$ cat config.mk
export PLATFORM = sky130hd
export DESIGN_NAME = dac_lvds_tx_flat
export DESIGN_NICKNAME = d
export VERILOG_FILES = /design/src/rtl/dac_lvds_tx_pkg.sv /design/src/rtl/dac_lvds_tx_if.sv /design/src/rtl/dac_lvds_tx.sv /design/src/flat_wrapper.sv
export SDC_FILE = /design/constraint.sdc
export NUM_CORES = 1
export LEC_CHECK = 0
export ABC_AREA = 1
export CORE_MARGIN = 3
export CORE_UTILIZATION = 50
export CTS_CLUSTER_DIAMETER = 40
export DETAILED_ROUTE_END_ITERATION = 6
export PLACE_DENSITY = 0.85
export SLEW_MARGIN = 10
export SYNTH_ARGS = -nofsm -noshare
export SYNTH_HDL_FRONTEND = slang
export SYNTH_SLANG_ARGS = --single-unit
$ cat constraint.sdc
create_clock -name clk -period 3.5 [get_ports clk]
set_input_delay 0.35 -clock clk [delete_from_list [all_inputs] [get_ports clk]]
set_output_delay 0.35 -clock clk [all_outputs]
set_load 0.005 [all_outputs]
$ cat src/rtl/dac_lvds_tx_pkg.sv
// dac_lvds_tx_pkg: link state encoding and default lane words for the DAC LVDS transmitter
package dac_lvds_tx_pkg;
  typedef enum logic [1:0] {IDLE, TRAIN, SYNC, STREAM} tx_state_t;
  localparam logic [47:0] DEF_TRAIN_WORD = 48'hAAAA_AAAA_AAAA;
  localparam logic [47:0] DEF_SYNC_WORD = 48'hF0F0_0F0F_FF00;
  localparam int UNDERFLOW_W = 16;
endpackage

$ cat src/rtl/dac_lvds_tx_if.sv
// dac_lvds_tx_if: valid/ready sample source feeding the transmitter
interface dac_lvds_tx_if #(parameter int LANES = 48);
  logic s_valid;
  logic [LANES-1:0] s_data;
  logic s_ready;
  modport master(output s_valid, s_data, input s_ready);
  modport slave(input s_valid, s_data, output s_ready);
endinterface

$ cat src/rtl/dac_lvds_tx.sv
// dac_lvds_tx: link bring-up (training, sync) then sample streaming onto registered LVDS lanes
module dac_lvds_tx
  import dac_lvds_tx_pkg::*;
#(
  parameter int LANES = 48,
  parameter logic [LANES-1:0] TRAIN_WORD = LANES'(DEF_TRAIN_WORD),
  parameter int TRAIN_LEN = 64,
  parameter logic [LANES-1:0] SYNC_WORD = LANES'(DEF_SYNC_WORD),
  parameter int FRAME_LEN = 1024
) (
  input  logic clk,
  input  logic rst,
  input  logic enable,
  input  logic train_req,
  dac_lvds_tx_if.slave s,
  output logic [LANES-1:0] tx_data,
  output logic tx_frame,
  output logic link_up,
  output logic [UNDERFLOW_W-1:0] underflow_cnt
);
  localparam int TW = $clog2(TRAIN_LEN);
  localparam int FW = $clog2(FRAME_LEN);
  tx_state_t state, state_nxt;
  logic [TW-1:0] train_cnt, train_cnt_nxt;
  logic [FW-1:0] frame_cnt, frame_cnt_nxt;
  logic [LANES-1:0] data_nxt;
  logic frame_nxt;
  logic [UNDERFLOW_W-1:0] uf_nxt;
  assign s.s_ready = state == STREAM && enable && !train_req;
  // Lane outputs are computed from the current state and land on the next edge.
  always_comb begin
    state_nxt = state;
    train_cnt_nxt = train_cnt;
    frame_cnt_nxt = frame_cnt;
    data_nxt = tx_data;
    frame_nxt = 1'b0;
    uf_nxt = underflow_cnt;
    if (!enable) begin
      state_nxt = IDLE;
      data_nxt = '0;
    end else begin
      case (state)
        IDLE: begin
          state_nxt = TRAIN;
          train_cnt_nxt = '0;
          data_nxt = '0;
        end
        TRAIN: begin
          data_nxt = train_cnt[0] ? ~TRAIN_WORD : TRAIN_WORD;
          frame_nxt = train_cnt[0];
          train_cnt_nxt = train_cnt + 1'b1;
          state_nxt = train_cnt == TW'(TRAIN_LEN - 1) ? SYNC : TRAIN;
        end
        SYNC: begin
          data_nxt = SYNC_WORD;
          frame_nxt = 1'b1;
          frame_cnt_nxt = '0;
          state_nxt = STREAM;
        end
        default: begin
          if (train_req) begin
            state_nxt = TRAIN;
            train_cnt_nxt = '0;
          end else begin
            frame_nxt = frame_cnt == '0;
            frame_cnt_nxt = frame_cnt + 1'b1;
            data_nxt = s.s_valid ? s.s_data : tx_data;
            uf_nxt = s.s_valid || &underflow_cnt ? underflow_cnt : underflow_cnt + 1'b1;
          end
        end
      endcase
    end
  end
  always_ff @(posedge clk) begin
    if (rst) begin
      state <= IDLE;
      train_cnt <= '0;
      frame_cnt <= '0;
      tx_data <= '0;
      tx_frame <= 1'b0;
      link_up <= 1'b0;
      underflow_cnt <= '0;
    end else begin
      state <= state_nxt;
      train_cnt <= train_cnt_nxt;
      frame_cnt <= frame_cnt_nxt;
      tx_data <= data_nxt;
      tx_frame <= frame_nxt;
      link_up <= state_nxt == STREAM;
      underflow_cnt <= uf_nxt;
    end
  end
endmodule

$ cat src/flat_wrapper.sv
// flat-port wrapper written by rule: the top's interface ports become plain ports
module dac_lvds_tx_flat import dac_lvds_tx_pkg::*;
#(
  parameter int LANES = 48,
  parameter logic [LANES-1:0] TRAIN_WORD = LANES'(DEF_TRAIN_WORD),
  parameter int TRAIN_LEN = 64,
  parameter logic [LANES-1:0] SYNC_WORD = LANES'(DEF_SYNC_WORD),
  parameter int FRAME_LEN = 1024
)
  (clk, rst, enable, train_req, tx_data, tx_frame, link_up, underflow_cnt, s_s_valid, s_s_data, s_s_ready);
  dac_lvds_tx_if #(.LANES(LANES)) s_i ();
  input  logic clk;
  input  logic rst;
  input  logic enable;
  input  logic train_req;
  output logic [LANES-1:0] tx_data;
  output logic tx_frame;
  output logic link_up;
  output logic [UNDERFLOW_W-1:0] underflow_cnt;
  input wire logic [$bits(s_i.s_valid)-1:0] s_s_valid;
  input wire logic [$bits(s_i.s_data)-1:0] s_s_data;
  output wire logic [$bits(s_i.s_ready)-1:0] s_s_ready;
  assign s_i.s_valid = s_s_valid;
  assign s_i.s_data = s_s_data;
  assign s_s_ready = s_i.s_ready;
  dac_lvds_tx #(.LANES(LANES), .TRAIN_WORD(TRAIN_WORD), .TRAIN_LEN(TRAIN_LEN), .SYNC_WORD(SYNC_WORD), .FRAME_LEN(FRAME_LEN)) u_core (.clk(clk), .rst(rst), .enable(enable), .train_req(train_req), .s(s_i), .tx_data(tx_data), .tx_frame(tx_frame), .link_up(link_up), .underflow_cnt(underflow_cnt));
endmodule
# Word-level counts from Yosys, hierarchy flattened
# Index checks and enable logic that the tools add are counted.
dict set report word_totals {
  ff_bits 84
  latch_bits 0
  mem_bits_rw 0
  romBits 0
  wordCells 53
  mem_count 0
}
dict set report op_classes {
  add_sub_neg 3
  n_mul 0
  div_mod_pow 0
  order_cmp 0
  n_eq_ne 7
  shifts 0
  mux 14
  bitwise_logic 6
  n_reduce_logical 16
}
# cell n
set ops {}
lappend ops {{$mux 48} 3}
lappend ops {{$pmux 48 s3} 1}
lappend ops {{$pmux 10 s2} 1}
lappend ops {{$pmux 6 s3} 1}
lappend ops {{$add 16x1->16 const B} 1}
lappend ops {{$reduce_and 16->1} 1}
lappend ops {{$add 10x1->10 const B} 1}
lappend ops {{$logic_not 10->1} 1}
lappend ops {{$mux 10} 1}
lappend ops {{$add 6x1->6 const B} 1}
lappend ops {{$eq 2x2->1 const B} 3}
lappend ops {{$eq 6x6->1 const B} 1}
lappend ops {{$mux 2} 3}
lappend ops {{$mux 6} 1}
lappend ops {{$not 1->1} 6}
lappend ops {{$pmux 2 s3} 1}
lappend ops {{$reduce_and 3->1} 2}
lappend ops {{$ne 4x1->1 const B} 1}
lappend ops {{$reduce_and 4->1} 1}
lappend ops {{$reduce_bool 4->1} 1}
lappend ops {{$reduce_or 2->1} 2}
lappend ops {{$pmux 1 s3} 1}
lappend ops {{$reduce_bool 3->1} 1}
lappend ops {{$reduce_or 3->1} 1}
lappend ops {{other kinds (8)} 9}

# Logic depth before layout (Yosys ltp)
# Gate-level depths: netlist of run 1.
dict set report logic_depth {
  word_depth 5
  depth_mapped 11
  ltp_nobuf 11
}

# Worst setup path before layout of run 1
# No wires, ideal clock.
dict set report synth_timing {
  path_type {register to register}
  from {register u_core.state[1]}
  to {register u_core.frame_cnt[5]}
  arrival_time_ps 1458
  required_time_ps 3384
  path_slack_ps 1926
  stages_incl_launch_ff 9
  period_less_slack_ps 1574
  cell_sequence {dfxtp_1 inv_1 ha_1 nor2_1 nand3_2 nor3_1 nand3_1 nand2_1 a21oi_1}
}
dict set report synth_between {
  elab_chain_cells 4
}
# item line_no
set synth_rtl {}
lappend synth_rtl {{start, declared} dac_lvds_tx.sv:23} ;# tx_state_t state, state_nxt;
lappend synth_rtl {{start signal, assigned} dac_lvds_tx.sv:84} ;# state <= state_nxt;
lappend synth_rtl {{$eq 2x1->1 / $logic_not 2->1 (equally long branches)} dac_lvds_tx.sv:42} ;# case (state)
lappend synth_rtl {{$reduce_or 2->1 (no source line)} --}
lappend synth_rtl {{$not 1->1 (no source line)} --}
lappend synth_rtl {{$reduce_and 3->1 (no source line)} --}
lappend synth_rtl {{end signal, assigned} dac_lvds_tx.sv:86} ;# frame_cnt <= frame_cnt_nxt;
lappend synth_rtl {{end, declared} dac_lvds_tx.sv:25} ;# logic [FW-1:0] frame_cnt, frame_cnt_nxt;
# Parallel ways exist; a longest one is shown, timed or not.
# A chain may end at the register's enable or synchronous reset.

# Final worst setup path of run 1
dict set report layout_timing {
  from {register u_core.state[0]}
  to {register u_core.tx_data[14]}
}
dict set report layout_between {
  elab_chain_cells 3
}
# item line_no
set layout_rtl {}
lappend layout_rtl {{$eq 2x1->1, or another cell as far along} dac_lvds_tx.sv:42}
lappend layout_rtl {{$ne 4x1->1 (no source line) / $reduce_bool 4->1 (equally long branches)} --}
lappend layout_rtl {{$reduce_and 2->1 (no source line)} --}
lappend layout_rtl {{end signal, assigned} dac_lvds_tx.sv:87} ;# tx_data <= data_nxt;
lappend layout_rtl {{end, declared} dac_lvds_tx.sv:16} ;# output logic [LANES-1:0] tx_data,
# Parallel ways exist; a longest one is shown, timed or not.

==> results of run 1 <==
## report_power, final
part / internal, mW / switching (mW)
Clock: 0.421 / 0.348
Combinational: 0.105 / 0.0911
Sequential: 0.974 / 0.0124
Total: 1.50 / 0.452
## layout make-up
cell class	instances	share of cell area
clock buffers	12	0.02748
clock inverters	4	0.01374
inverters	43	0.03055
flip-flops and latches	84	0.3183
well taps	99	0.02345
multi-input cells	372	0.3539
repair buffers	124	0.2326
## stage by stage
step | power (mW) | instance area [sq um] | std cells | setup slack [ns]
6_report | 1.953 | 5283 | 738 | 1.163
5_1_grt | 2.021 | 5283 | 738 | 0.9852
4_1_cts | 1.958 | 5283 | 738 | 1.185
3_5_place_dp | 1.202 | 5065 | 722 | 1.089
3_3_place_gp | 1.197 | 5065 | 722 | 1.174
2_1_floorplan | 1.083 | 3827 | 526 | 1.926
## cell usage in the layout, fill, tap and decap left out, drive strengths merged, types with 5 or more instances in the layout
cell type,count
clkdlybuf4s50,119
a21oi,107
nand2,96
dfxtp,84
o21ai,65
nor2,50
inv,42
nand3,14
clkbuf,12
ha,9
nand4,7
nor3,6
xor2,5
buf,5
## flip-flops by register name, summed over array words and instances, names as in the netlist
| name | flops |
|---|---|
| u_core.underflow_cnt | 16 |
| u_core.train_cnt | 6 |
| u_core.state | 2 |
| u_core.tx_data | 48 |
| u_core.frame_cnt | 10 |
| u_core.link_up | 1 |
| u_core.tx_frame | 1 |
## critical path: stages, from the launching register on
cell and delay [ns]:
sky130_fd_sc_hd__dfxtp_1 0.42, sky130_fd_sc_hd__ha_2 0.46, sky130_fd_sc_hd__buf_4 0.38, sky130_fd_sc_hd__o21ai_0 0.17
sky130_fd_sc_hd__nor2_1 0.59, sky130_fd_sc_hd__a21oi_1 0.16
## cell families (layout without fill, tap and decap cells)
family | count (synthesis) | in the layout
compound gates | 177 | 177
simple gates | 177 | 177
flops | 84 | 84
buf+inv | 70 | 183
fa+ha+maj | 9 | 9
xor+xnor | 9 | 9
## layer usage
layer / vias to the layer above / global-route usage
met1: 1835 / 0.3005
met2: 149 / 0.3985
met5: - / 0
met3: 23 / 0.1014
li1: 1973 / -
met4: 0 / 0.09280
## worst max path at each step
| stage | slack (ns) | from | cells after the start | endpoint |
|---|---|---|---|---|
| after floorplan | 1.93 | u_core.state[1]$_SDFF_PP0_ | 8 | u_core.frame_cnt[5]$_SDFFE_PP0P_ |
| after global placement | 1.17 | rst | 6 | u_core.tx_data[33]$_SDFFE_PP0P_ |
| after detailed placement | 1.09 | rst | 6 | u_core.tx_data[30]$_SDFFE_PP0P_ |
| after CTS | 1.18 | u_core.state[0]$_SDFF_PP0_ | 5 | u_core.tx_data[44]$_SDFFE_PP0P_ |
| after global routing | 0.99 | u_core.state[0]$_SDFF_PP0_ | 5 | u_core.tx_data[14]$_SDFFE_PP0P_ |
| final | 1.16 | u_core.state[0]$_SDFF_PP0_ | 5 | u_core.tx_data[14]$_SDFFE_PP0P_ |
==> metrics list, run 1 <==
- The tree is rooted in a sky130_fd_sc_hd__clkbuf_8.
* Port-buffer cells: 119
* Total negative slack: 0 ns
- The number of max-slew violations in the final report was 0.
- Of the total synthesized cell area, the portion taken by XOR and XNOR cells is 0.02059.
* Post-synthesis simple-gate area fraction: 0.1961
- The worst register-to-register path ends at u_core.tx_data[14]$_SDFFE_PP0P_.
- In this run, CTS created clock tree buffers numbering 9.
- HPWL after detailed placement: 7.630 mm
- Post-route worst hold slack: 0.4817 ns
- Worst setup path category: flip-flop to flip-flop
- Classification of the worst-slack hold path: flip-flop to flip-flop
- Total congestion overflow: 0
- STA classifies the critical path startpoint as a flip-flop.
- The net count of the finished layout is 696.
* Largest voltage drop on the vdd net: 0.2284 mV
* Beginning of the worst register-to-register path: u_core.state[0]$_SDFF_PP0_
- For this design, the CTS-stage hold fixing added 0 buffers.
- Wire length per cell: 14.71 um
* Min-Delay Endpoint: u_core.frame_cnt[4]$_SDFFE_PP0P_
- Compound-cell area share of the yosys netlist: 0.2403
* Clock period minus final worst setup slack: 2.337 ns
- Die boundary width: 93.49 um
* Initial detailed-routing violation count: 255
* Final Hold Fails: 0
- Summed over all nets, wire length on met2 after detailed routing comes to 5.102 mm.
* H-tree levels: 3
* Worst clock skew on the final layout: 0.01222 ns
* Number of global-route vias before repair: 3747
- Initial Utilization: 0.5221
- Number of filler cells placed in the layout: 556
* Pin count of the biggest net entering global routing: 73
- Synth top area share: 0.4394
- Multi-input gate area in the final layout: 1869 sq um
- Worst EP arrival: 2.54 ns
- The first global-routing pass estimated 17.55 mm of wire.
- Top FF cell, synth: sky130_fd_sc_hd__dfxtp_1
- 120 I/O pins were placed.
- The synthesized design contains 0 enable-type register cells.
- Measured against its own limit, the worst slew margin works out to 0.2468.
- Chip Height: 93.49 um
* Most common cell in the netlist: sky130_fd_sc_hd__a21oi_1
- Total global-route track usage: 0.2495
- Maximum operating frequency: 427.8 MHz
- Clock latency at the later pin of the worst-skew pair: 0.35 ns
- Dividing the final minimum period by the clock period gives 0.6678.
* Number of warnings issued by yosys: 0
- For this run, the register share of the synthesized area comes to 0.4394.
- Post-synthesis mux area share: 0
* Gate count of the mapped netlist: 526
* Clock sink total: 84
- In the synthesized netlist the async set-or-reset flop fraction comes to 0.
- Number of distinct library cells after synthesis: 35
* Antenna Cells: 0
- The synthesized design contains 84 register bits.
- Max FO, Critical Path: 30
* Leakage: 1.892 nW
* Largest cells by area after synthesis: sky130_fd_sc_hd__dfxtp_1, sky130_fd_sc_hd__a21oi_1, sky130_fd_sc_hd__nand2_1
- Vias per cell: 5.393
* Area of the core region: 7331 sq um
- In this run the deepest clock path goes through 2 buffers.
* Flop-to-flop setup slack: 1.16 ns
* Post-synthesis instance area: 3827 sq um
- After detailed routing, the met3 layer carries 1.009 mm of wire.
- Of the cells placed in the final design, the portion with a size suffix greater than 1 is 0.05790.
- The number of nets in the synthesized netlist is 588.
- WL met1: 4.530 mm
- Mapped Avg Cell Area: 7.276 sq um
- P&R area growth vs syn: 38.02%
* Largest family of logic cells by synthesized area: compound AO/OA/AOI/OAI gates
* Area of the die: 8740 sq um
- The floorplan has 31 rows.
- CTS-repair resized insts: 0
* Top post-synthesis cells by count: sky130_fd_sc_hd__a21oi_1, sky130_fd_sc_hd__nand2_1, sky130_fd_sc_hd__dfxtp_1
- The highest metal layer carrying signal wires in the routed design is met4.
- Power density over the cells: 369.7 nW/um^2
- The initial antenna violation count is 0.
- Transition time at the pin with the least slew margin: 1.122 ns
* Setup violators final: 0
- sky130_fd_sc_hd__dfxtp_1 takes more of the synthesized area than any other cell.
* Number of design rule violations left after detail routing: 0
- STA puts the critical path data required time at 3.70 ns.
- DR vias: 3980
- Status: complete, no violations
- Post-CTS clock slew at the launch and capture registers of the worst setup and hold paths: 0.08 ns
- Final Util: 0.7206
- Beginning of the worst hold path: u_core.frame_cnt[4]$_SDFFE_PP0P_
* Worst hold path cell count: 2
* Post-Synth Adder-Cell Area: 0.02942
- The detail route stage leaves a number of antenna-violating nets equal to 0.
* TritonCTS clock tree: yes
- Type of element capturing the critical path: flip-flop
- For this run, the detailed router's first-pass iteration total came to 5.
- Setup repair after global routing left no endpoint under its margin.
- Footprint of the flip-flops and latches: 1682 sq um
- At the end of routability-driven placement, the weighted congestion stood at 0.8569.
* Max Cap Violations: 0
* Wire length reported by the detailed router: 10.85 mm
- Post-CTS setup-driven buffer insertion count: 0
- Measured in cells, the most critical reg-to-reg path has a length of 5.
No activity file was read; power rests on OpenSTA's default activity.
==> run 2, diff against run 1 <==
--- a/config.mk
+++ b/config.mk
@@ -7,10 +7,10 @@
 export LEC_CHECK = 0
 export ABC_AREA = 1
 export CORE_MARGIN = 3
-export CORE_UTILIZATION = 50
+export CORE_UTILIZATION = 42
 export CTS_CLUSTER_DIAMETER = 40
 export DETAILED_ROUTE_END_ITERATION = 6
-export PLACE_DENSITY = 0.85
+export PLACE_DENSITY = 0.76
 export SLEW_MARGIN = 10
 export SYNTH_ARGS = -nofsm -noshare
 export SYNTH_HDL_FRONTEND = slang
==> constraint.sdc (replaced) <==
create_clock -name clk -period 2 [get_ports clk]
set_input_delay 0.2 -clock clk [delete_from_list [all_inputs] [get_ports clk]]
set_output_delay 0.2 -clock clk [all_outputs]
set_load 0.005 [all_outputs]
==> run 2 against run 1 <==
  * Utilization fell by 10 points
  * Critical path depth fell by 1
  * Clock skew is 0.00060 ns lower
  * Cell count up 2.6%
  * Clock-buffer cell count is 2 lower
  * Via count decreased by 0.53%
  * Global-route usage down 3.7 points
  * First-iteration DRC count decreased by 13%
  * Sequential power rose by 75%
  * Non-clock buffer count is 10 higher
  * Largest cell class unchanged
==> metrics list, run 2 (synthesis results as in run 1) <==
* Global-route wire length before repair: 17.68 mm (+0.75%)
- The library cell used most frequently in the layout, excluding fill and tap cells, is sky130_fd_sc_hd__clkdlybuf4s50_1.
- Port-buffer cells: 119 (unchanged)
- The maximum clock skew at final layout is 0.01163 ns (-0.0005967 ns).
- The post-detailed-route via-to-cell ratio is 5.230 (-3.0%).
- The tightest min-delay check is of the input port to flip-flop type.
- Number of global-route vias before repair: 3764 (+0.45%)
- The transition time at the pin with the least slew margin was 0.5138 ns (-0.6084 ns).
- The post-layout instance count excluding filler cells is 757 (+2.6%).
* Leakage: 1.961 nW (+3.6%)
* Max stage delay on crit path: 0.51 ns (-0.08 ns)
- The worst path in the final design needs a cycle of 1.890 ns, including I/O delays and setup.
- Area of the core region: 8806 sq um (+20%)
- Post-CTS clock slew at the launch and capture registers of the worst setup and hold paths: 0.09 ns (about the same)
- The worst setup path is captured at an output port.
- Proportion of layout cells with a drive suffix above 1: 0.07858 (+0.02068)
* Worst-case setup slack after placement: 0.02816 ns (-1.061 ns)
- The iteration-0 DRC count of the detailed router was 222 (-13%).
* Wire length reported by the detailed router: 10.93 mm (+0.71%)
* H-tree levels: 3 (unchanged)
- CP required: 1.80 ns (-1.90 ns)
- Total global-route track usage: 0.2125 (-0.03708)
- The first-pass iteration count of the detailed router was 4 (-1).
- DR vias: 3959 (-0.53%)
* Wire length per cell: 14.44 um (-1.8%)
- Headroom to the max-slew limit: 0.6571 (+0.4103)
* Critical path startpoint category: flip-flop
- Max FO, Critical Path: 4 (-87%)
- The aggregate negative setup slack came to 0 ns (unchanged).
* Largest registers: u_core.tx_data x48, u_core.underflow_cnt x16, u_core.frame_cnt x10
* Number of filler cells placed in the layout: 775 (+39%)
- P&R area growth vs syn: 41.68%
- The number of buffers inserted for hold repair after clock tree synthesis was 0 (unchanged).
- Count of antenna-violating nets left after detailed routing: 0 (unchanged)
- HPWL after detailed placement: 7.420 mm (-2.8%)
* Switching part of the total power: 0.2321 (+0.0007623)
- The endpoint arrival time on the critical path was 1.69 ns (-0.85 ns).
* Clock sink total: 84 (unchanged)
- Total congestion overflow: 0 (unchanged)
* Post-route worst hold slack: 0.3870 ns (-0.09465 ns)
- The antenna diode count was 0 (unchanged).
- The number of nets in the final layout was 706 (+1.4%).
- The count of placed standard cells including taps is 739 (+2.4%).
* Max Cap Violations: 0 (unchanged)
* Standard-cell row count: 34 (+9.7%)
- Footprint of the flip-flops and latches: 1683 sq um (about the same)
- Root buffer cell: sky130_fd_sc_hd__clkbuf_8
* Die boundary width: 101.5 um (+8.5%)
- The internal power of the cells was 2.730 mW (+82%).
- Largest voltage drop on the vdd net: 0.3073 mV (+35%)
* Antenna violations before repair: 0 (unchanged)
- The total I/O pin count was 120 (unchanged).
- The power density over cell area is 655.7 nW/um^2 (+77%).
- Bufs on Longest Clock Path: 2 (unchanged)
- Traced cell by cell, the critical path runs through ha_1 -> nand2_1 -> nor2_1 -> clkdlybuf4s50_1.
* TritonCTS clock tree: yes
- The combinational share of power was 0.099 (-0.002).
- The CTS buffer count is 9 (unchanged).
- Share of the clock period used by the worst path: 0.9449
- Number of design rule violations left after detail routing: 0 (unchanged)
- Routability Congestion: 0.8567 (about the same)
- Multi-input gate area in the final layout: 1884 sq um (+0.80%)
- Initial Utilization: 0.4346 (-0.08746)
- For this design, the slowest cell found on the critical path is sky130_fd_sc_hd__clkdlybuf4s50_1.
- The clock latency on the worst-skew pair was 0.36 ns (about the same).
* Final Hold Fails: 0 (unchanged)
- Total Power Consumption: 3.555 mW (+82%)
- The maximum number of pins on one net before global-route repair came to 73 (unchanged).
* Min setup slack post-route: 0.1101 ns (-1.052 ns)
- Setup violators final: 0 (unchanged)
- The proportion of power drawn by flip-flops and latches is 0.485 (-0.020).
- The overall die height is 101.5 um (+8.5%).
* Unrepaired setup endpoints after global routing: no
- The number of max-slew violations in the final report was 0 (unchanged).
- Maximum operating frequency: 529.1 MHz
- Register name with the most flops: u_core.tx_data
* Status: complete, no violations
- Clk network pwr share: 0.415 (+0.021)
* Worst setup path category: flip-flop to output port
- Area of the die: 10290 sq um (+18%)
* Switching power: 0.8251 mW (+83%)
* Number of flip-flops under the largest register name: 48 (unchanged)
- Most frequent cells in the layout: sky130_fd_sc_hd__clkdlybuf4s50_1, sky130_fd_sc_hd__a21oi_1, sky130_fd_sc_hd__nand2_1
run 2: timing repair:
item	CTS	global route
buffers inserted	0	2
endpoints found under the hold margin	0	0
endpoints found under the setup margin	0	46
gates resized for setup	0	6
run 2: metrics by stage:
stage                       util  area, sq um
after floorplan                -         3827
after global placement    0.5844         5146
after detailed placement  0.5844         5146
after CTS                 0.6115         5385
after global routing      0.6158         5423
final                     0.6158         5423
run 2: path summary, 6_finish.rpt:
path	cells after the start	startpoint	end	slack (ns)
setup / recovery	4	u_core.state[1]$_SDFF_PP0_	s_s_ready	0.11
hold / removal	3	s_s_data[44]	u_core.tx_data[44]$_SDFFE_PP0P_	0.39
setup reg to reg	9	u_core.state[1]$_SDFF_PP0_	u_core.frame_cnt[5]$_SDFFE_PP0P_	0.20
hold reg to reg	2	u_core.frame_cnt[4]$_SDFFE_PP0P_	u_core.frame_cnt[4]$_SDFFE_PP0P_	0.48
run 2: power groups by stage:
| stage | Clock [mW] | Sequential [mW] | Combinational [mW] |
|---|---|---|---|
| after floorplan | 0 | 1.76 | 0.132 |
| after global placement | 0 | 1.76 | 0.339 |
| after detailed placement | 0 | 1.76 | 0.345 |
| after CTS | 1.49 | 1.73 | 0.350 |
| after global routing | 1.57 | 1.73 | 0.386 |
| final | 1.48 | 1.73 | 0.353 |
run 2: routing by layer:
| layer | GRT usage | share of wire | vias to the layer above | routed length, um |
|---|---|---|---|---|
| li1 | - | - | 1983 | - |
| met5 | 0 | 0 | - | 0 |
| met2 | 0.3315 | 0.45 | 121 | 4954 |
| met1 | 0.2746 | 0.45 | 1836 | 4900 |
| met3 | 0.07989 | 0.083 | 19 | 911 |
| met4 | 0.06339 | 0.015 | 0 | 165 |
run 2: worst max-delay path: cells and delay by family (launching register included):
| kind | cells | cell delay [ns] |
|---|---|---|
| buffers and inverters | 1 | 0.51 |
| flip-flops | 1 | 0.42 |
| adder cells (fa/ha/maj) | 1 | 0.21 |
| AND/OR/NAND/NOR | 2 | 0.20 |
run 2: final cells by class:
| cell class | instances | share of cell area |
|---|---|---|
| Multi-Input combinational cell | 372 | 0.3475 |
| Sequential cell | 84 | 0.3103 |
| Timing Repair Buffer | 134 | 0.2434 |
| Inverter | 43 | 0.02976 |
| Tap cell | 108 | 0.02492 |
| Clock buffer | 10 | 0.02353 |
| Clock inverter | 6 | 0.02054 |
==> run 3, diff against run 2 <==
--- a/config.mk
+++ b/config.mk
@@ -10,6 +10,7 @@
 export CORE_UTILIZATION = 42
 export CTS_CLUSTER_DIAMETER = 40
 export DETAILED_ROUTE_END_ITERATION = 6
+export GPL_TIMING_DRIVEN = 0
 export PLACE_DENSITY = 0.76
 export SLEW_MARGIN = 10
 export SYNTH_ARGS = -nofsm -noshare
==> run 3 against run 2 <==
  * Final area is 0.62% lower
  * Worst setup slack better by 0.084 ns
  * Clock skew is 0.00072 ns lower
  * Non-clock buffer count is 13 higher
  * Combinational power hardly changed
  * Critical path depth stayed put
  * Critical path type unchanged
  * Largest power group unchanged
  * Highest routed layer unchanged
==> metrics list, run 3 (synthesis results as in run 1) <==
- Transition time at the pin with the least slew margin: 0.5849 ns (+0.07110 ns)
- The path with the worst hold slack has its endpoint at u_core.underflow_cnt[4]$_SDFFE_PP0P_.
- The total power is 3.355 mW (-5.6%).
- The relative max-transition margin came to 0.6100 (-0.04703).
- The maximum clock skew at final layout is 0.01091 ns (-0.0007194 ns).
* Top Ports: 120 (unchanged)
- The antenna diode count came to 0 (unchanged).
- Share of the clock period used by the worst path: 0.9028 (-0.04213)
- Number of flip-flops under the largest register name: 48 (unchanged)
- Wire length per cell: 14.32 um (-0.86%)
- Unrepaired setup endpoints after global routing: no
- Type of element capturing the critical path: output port
* Most frequent standard cell in the layout excluding fill and tap cells: sky130_fd_sc_hd__clkdlybuf4s50_1
* Power density over the cells: 622.6 nW/um^2 (-5.0%)
- The count of placed standard cells including taps is 752 (+1.8%).
- In the final layout, the registers with the most flip-flops are u_core.tx_data x48, u_core.underflow_cnt x16, u_core.frame_cnt x10.
- Non-filler instance count after layout: 770 (+1.7%)
- Worst setup path category: flip-flop to output port
- The first-pass GRT wire length is 17.85 mm (+0.98%).
* Initial detailed-routing violation count: 182 (-18%)
- The largest voltage drop on the vdd net came to 0.3985 mV (+30%).
- The endpoint arrival time on the critical path is 1.61 ns (-0.08 ns).
* Critical path startpoint category: flip-flop
* Post-CTS clock slew at the launch and capture registers of the worst setup and hold paths: 0.10 ns (about the same)
- Beginning of the worst register-to-register path: u_core.state[1]$_SDFF_PP0_
- The depth of the worst register-to-register path was 9 (unchanged).
* HPWL after detailed placement: 8.280 mm (+12%)
* Beginning of the worst hold path: rst
* Terminus of the critical flop-to-flop path: u_core.tx_data[25]$_SDFFE_PP0P_
* Wire length reported by the detailed router: 11.02 mm (+0.84%)
- Total negative slack: 0 ns (unchanged)
* Number of design rule violations left after detail routing: 0 (unchanged)
- Register name with the most flops: u_core.tx_data
- Root buffer cell: sky130_fd_sc_hd__clkbuf_8
* Flop-to-flop setup slack: 0.21 ns (about the same)
- Final Hold Fails: 0 (unchanged)
- Vias per cell: 5.126 (-2.0%)
- The CTS buffer count came to 9 (unchanged).
* Worst hold path cell count: 2 (-1)
- Number of filler cells placed in the layout: 798 (+3.0%)
- Leakage: 1.946 nW (-0.78%)
- The horizontal die dimension came to 101.5 um (unchanged).
- The library cells used most frequently in the layout, excluding fill and tap cells, are sky130_fd_sc_hd__clkdlybuf4s50_1, sky130_fd_sc_hd__a21oi_1, sky130_fd_sc_hd__nand2_1.
* Post-route worst hold slack: 0.1494 ns (-0.2377 ns)
* Final Util: 0.6120 (-0.003836)
* Maximum operating frequency: 553.8 MHz (+4.7%)
- The number of violations of the max-capacitance limit was 0 (unchanged).
- Antenna violations before repair: 0 (unchanged)
- The number of nets in the final layout is 719 (+1.8%).
* Total congestion overflow: 0 (unchanged)
- The slowest stage of the critical path is the sky130_fd_sc_hd__clkdlybuf4s50_1 cell.
- Chip Height: 101.5 um (unchanged)
* DR vias: 3947 (-0.30%)
- Total global-route track usage: 0.2142 (+0.001793)
- The largest stage delay on the critical path is 0.51 ns (about the same).
* Max FO, Critical Path: 4 (unchanged)
* Critical path, cell by cell: ha_1 -> nand2_1 -> nor2_1 -> clkdlybuf4s50_1
- TritonCTS clock tree: yes
- The flow ran to the end, and the final reports show no timing, DRC or antenna violations.
- Initial Utilization: 0.4346 (unchanged)
- The total core area was 8806 sq um (unchanged).
- The routability congestion estimate was 0.8579 (+0.14%).
* Number of global-route vias before repair: 3825 (+1.6%)
- The post-route antenna net violation count came to 0 (unchanged).
- The clock period minus final worst setup slack is 1.806 ns (-0.08426 ns).
- Proportion of layout cells with a drive suffix above 1: 0.07553 (-0.003054)
- Port-buffer cells: 118 (-0.84%)
* Clock sink total: 84 (unchanged)
- Area of the die: 10290 sq um (unchanged)
* Pin count of the biggest net entering global routing: 17 (-77%)
* Standard-cell row count: 34 (unchanged)
* H-tree levels: 3 (unchanged)
- DR pass1 iterations: 4 (unchanged)
* P&R area growth vs syn: 40.80%
* Slew Limit Fails: 0 (unchanged)
* Clock latency at the later pin of the worst-skew pair: 0.35 ns (about the same)
* Setup violators final: 0 (unchanged)
- Classification of the worst-slack hold path: input port to flip-flop
- The required time of the worst setup path is 1.80 ns (about the same).
* Bufs on Longest Clock Path: 2 (unchanged)
[run 3: repair_timing]
action	4_1_cts	5_1_grt
resized for setup	0	18
setup buffers	0	1
setup endpoints to repair	0	48
hold buffers	0	0
[run 3: layout make-up]
| type | instances | area, sq um | area share |
|---|---|---|---|
| flip-flops and latches | 84 | 1683 | 0.3123 |
| inverters | 43 | 161.4 | 0.02995 |
| repair buffers | 120 | 1200 | 0.2227 |
| well taps | 108 | 135.1 | 0.02508 |
| clock inverters | 7 | 83.83 | 0.01556 |
| clock buffers | 9 | 123.9 | 0.02299 |
| plain buffers | 27 | 131.4 | 0.02438 |
| multi-input cells | 372 | 1871 | 0.3471 |
[run 3: how the worst max path moves through the flow]
| stage | startpoint | end | cells past startpoint |
|---|---|---|---|
| 5_1_grt | u_core.state[1]$_SDFF_PP0_ | u_core.tx_data[25]$_SDFFE_PP0P_ | 9 |
| 3_5_place_dp | train_req | u_core.tx_data[4]$_SDFFE_PP0P_ | 7 |
| 4_1_cts | u_core.state[0]$_SDFF_PP0_ | u_core.tx_data[4]$_SDFFE_PP0P_ | 7 |
| 6_report | u_core.state[1]$_SDFF_PP0_ | s_s_ready | 4 |
| 3_3_place_gp | train_req | u_core.tx_data[3]$_SDFFE_PP0P_ | 7 |
| 2_1_floorplan | u_core.state[1]$_SDFF_PP0_ | u_core.frame_cnt[5]$_SDFFE_PP0P_ | 8 |
[run 3: layer usage]
metal  global-route usage  part of all wire  up-vias
li1                     -                 -     2010
met1               0.2683              0.44     1815
met2               0.3526              0.47      110
met3              0.07920             0.078       12
met4              0.04908             0.013        0
met5                    0                 0        -
[run 3: per-stage QoR]
step | setup slack (ns) | instance area, sq um
2_1_floorplan | 0.4260 | 3827
3_3_place_gp | 0.02743 | 5144
3_5_place_dp | -0.006986 | 5144
4_1_cts | 0.05793 | 5351
5_1_grt | 0.001073 | 5389
6_report | 0.1944 | 5389
[run 3: report_power, final]
part | total (mW) | internal, mW | switching, mW
Clock | 1.27 | 0.599 | 0.675
Combinational | 0.354 | 0.190 | 0.164
Sequential | 1.73 | 1.71 | 0.0209
[run 3: critical path, delay by kind of cell (launching register included)]
family	cells	cell delay, ns
adders and majority gates	1	0.17
buffers and inverters	1	0.51
DFF	1	0.39
and+or+nand+nor	2	0.19
==> variant (flow settings as in run 1) <==
Register the output `underflow_cnt` once more, cleared by the reset; this adds one clock of latency there. The other outputs are not delayed to match.
--- a/src/rtl/dac_lvds_tx.sv
+++ b/src/rtl/dac_lvds_tx.sv
@@ -20,6 +20,8 @@
 );
   localparam int TW = $clog2(TRAIN_LEN);
   localparam int FW = $clog2(FRAME_LEN);
+
+  logic [UNDERFLOW_W-1:0] underflow_cnt_s0;
   tx_state_t state, state_nxt;
   logic [TW-1:0] train_cnt, train_cnt_nxt;
   logic [FW-1:0] frame_cnt, frame_cnt_nxt;
@@ -34,7 +36,7 @@
     frame_cnt_nxt = frame_cnt;
     data_nxt = tx_data;
     frame_nxt = 1'b0;
-    uf_nxt = underflow_cnt;
+    uf_nxt = underflow_cnt_s0;
     if (!enable) begin
       state_nxt = IDLE;
       data_nxt = '0;
@@ -65,7 +67,7 @@
             frame_nxt = frame_cnt == '0;
             frame_cnt_nxt = frame_cnt + 1'b1;
             data_nxt = s.s_valid ? s.s_data : tx_data;
-            uf_nxt = s.s_valid || &underflow_cnt ? underflow_cnt : underflow_cnt + 1'b1;
+            uf_nxt = s.s_valid || &underflow_cnt_s0 ? underflow_cnt_s0 : underflow_cnt_s0 + 1'b1;
           end
         end
       endcase
@@ -79,7 +81,7 @@
       tx_data <= '0;
       tx_frame <= 1'b0;
       link_up <= 1'b0;
-      underflow_cnt <= '0;
+      underflow_cnt_s0 <= '0;
     end else begin
       state <= state_nxt;
       train_cnt <= train_cnt_nxt;
@@ -87,8 +89,16 @@
       tx_data <= data_nxt;
       tx_frame <= frame_nxt;
       link_up <= state_nxt == STREAM;
-      underflow_cnt <= uf_nxt;
+      underflow_cnt_s0 <= uf_nxt;
     end
   end
+  always_ff @(posedge clk) begin
+    if (rst) begin
+      underflow_cnt <= '0;
+    end else begin
+      underflow_cnt <= underflow_cnt_s0;
+    end
+  end
+
 endmodule
 
Behaviour: same outputs for any inputs over 10 cycles, from zero or initial values and one cycle with rst high; that may be too few to reach the edited logic, so the function may still have changed.
==> variant against run 1 <==
  * Power rose by 7.4%
  * Final area rose by 7.7%
  * Via count rose by 7.2%
  * Die area rose by 11%
  * Non-clock buffer count fell by 1
  * Critical path depth did not move
  * Area after synthesis rose by 12%
  * Wire length rose by 6.5%
  * Sequential cell count rose by 16
  * Core utilization fell by 3.2 points
  * Critical endpoint is now u_core.tx_data[38]
  * Fmax rose by 2.0%
  * Sequential power rose by 19%
  * Setup slack improved by 47 ps
==> variant: results (changes against run 1) <==
run_status: "complete, no violations"
layout.nets: 742  # +6.6%
globalRouteMet2Util: 0.427  # +0.0290
wl_per_cell_um: 14.6  # -0.54%
power_density_nw_per_um2: 369  # -0.28%
timing.critical_path.slowest_cell_delay_ps: 700  # +110 ps
globalRouteTotalUtil: 0.238  # -0.0120
yosys_warnings: 0  # unchanged
n_fill_cell: 670  # +21%
setup_total_negative_slack_ps: 0  # unchanged
share_seq_of_total_power: 0.558  # +0.053
total_power_mw: 2.10  # +7.4%
grt_antenna_before_repair: 0  # unchanged
globalplace.congestion: 0.917  # +7.0%
htree_levels: 3  # unchanged
clkTransAtPathRegs_ps: 110  # +30 ps
worstMarginPinSlew_ps: 1090  # -36.6 ps
post_synth_main_area_contributors: "sky130_fd_sc_hd__dfxtp_1 (47%), sky130_fd_sc_hd__a21oi_1 (13%), sky130_fd_sc_hd__nand2_1 (6.9%)"
path_delay_family: "simple AND/OR/NAND/NOR gates"
initial_detailed_routing_violation_count: 252  # -1.2%
placement.cell_area_um2: 5500  # +8.5%
yosys-top-cells-count: "sky130_fd_sc_hd__a21oi_1 (108), sky130_fd_sc_hd__dfxtp_1 (100), sky130_fd_sc_hd__nand2_1 (79)"
crit_fanout: 51  # +70%
static-leakage-power_nw: 2.03  # +7.4%
dpl_wire_length_um: 8020  # +5.2%
clk_latency_ps: 370  # +20 ps
detailedPlace.worstSlack_ps: 1210  # +122 ps
largestRegisters: "u_core.tx_data (48), u_core.underflow_cnt (16), u_core.underflow_cnt_s0 (16)"
syn_inst: 575  # +9.3%
grt_pass1_wl_um: 18900  # +7.8%
use_met3: 0.0566  # -0.0448
drive_above_1_share: 0.0569  # -0.000969
synth.distinct_cells: 33  # -5.7%
maximum_vdd_drop_v: 0.000230  # +0.54%
final_cells: 790  # +7.0%
antenna-diode-count: 0  # unchanged
power_frac_comb: 0.098  # -0.003
drt_pre_antenna_iters: 5  # unchanged
grt_pass1_vias: 4108  # +9.6%
total_switching_power_mw: 0.555  # +23%
finalClockSkew_ps: 13.2  # +0.961 ps
place.detailed.instances: 774  # +7.2%
synth-seq-area-share: 0.467  # +0.0275
grt_use_met1: 0.273  # -0.0279
dr_total_vias: 4267  # +7.2%
postSynthNetCount: 637  # +8.3%
## variant: changes by cell type after synthesis, moves of 6 or more
cell,before,now
sky130_fd_sc_hd__nor2_1,47,70
sky130_fd_sc_hd__nand3_1,12,30
sky130_fd_sc_hd__dfxtp_1,84,100
sky130_fd_sc_hd__nand2_1,95,79
sky130_fd_sc_hd__inv_1,38,46
sky130_fd_sc_hd__o21ai_0,62,56
## variant: tightest hold or removal path, cell delays in order (launching register included)
cell	delay, ps
sky130_fd_sc_hd__dfxtp_1	320
sky130_fd_sc_hd__inv_1	70
sky130_fd_sc_hd__nor2_1	40
## variant: metal layers
metal	vias to the layer above	part of all wire	routed length (um)
li1	2118	-	-
met1	2001	0.40	4650
met2	133	0.52	5960
met3	15	0.062	715
met4	0	0.019	224
met5	-	0	0
## variant: final timing paths
kind | startpoint | endpoint | slack, ps | cells after the start
setup / recovery | u_core.state[0] | u_core.tx_data[38] | 1210 | 5
hold reg to reg | u_core.underflow_cnt_s0[15] | u_core.underflow_cnt[15] | 470 | 2
hold / removal | u_core.underflow_cnt_s0[15] | u_core.underflow_cnt[15] | 470 | 2
setup reg to reg | u_core.state[0] | u_core.tx_data[38] | 1210 | 5
## variant: cell families after synthesis
| kind of cell | count (synthesis) | synth area share |
|---|---|---|
| fa+ha+maj | 9 | 0.0263 |
| simple gates | 211 | 0.219 |
| xor+xnor | 3 | 0.00613 |
| buf+inv | 81 | 0.0797 |
| flops | 100 | 0.467 |
| compound gates | 171 | 0.202 |
## variant: area by class of cell
| cell class | instances | share of cell area |
|---|---|---|
| sequential | 100 | 0.352 |
| multi-input combinational | 394 | 0.342 |
| timing repair buffer | 123 | 0.215 |
| inverter | 52 | 0.0343 |
| tap | 105 | 0.0231 |
| clock buffer | 9 | 0.0218 |
| clock inverter | 7 | 0.0121 |
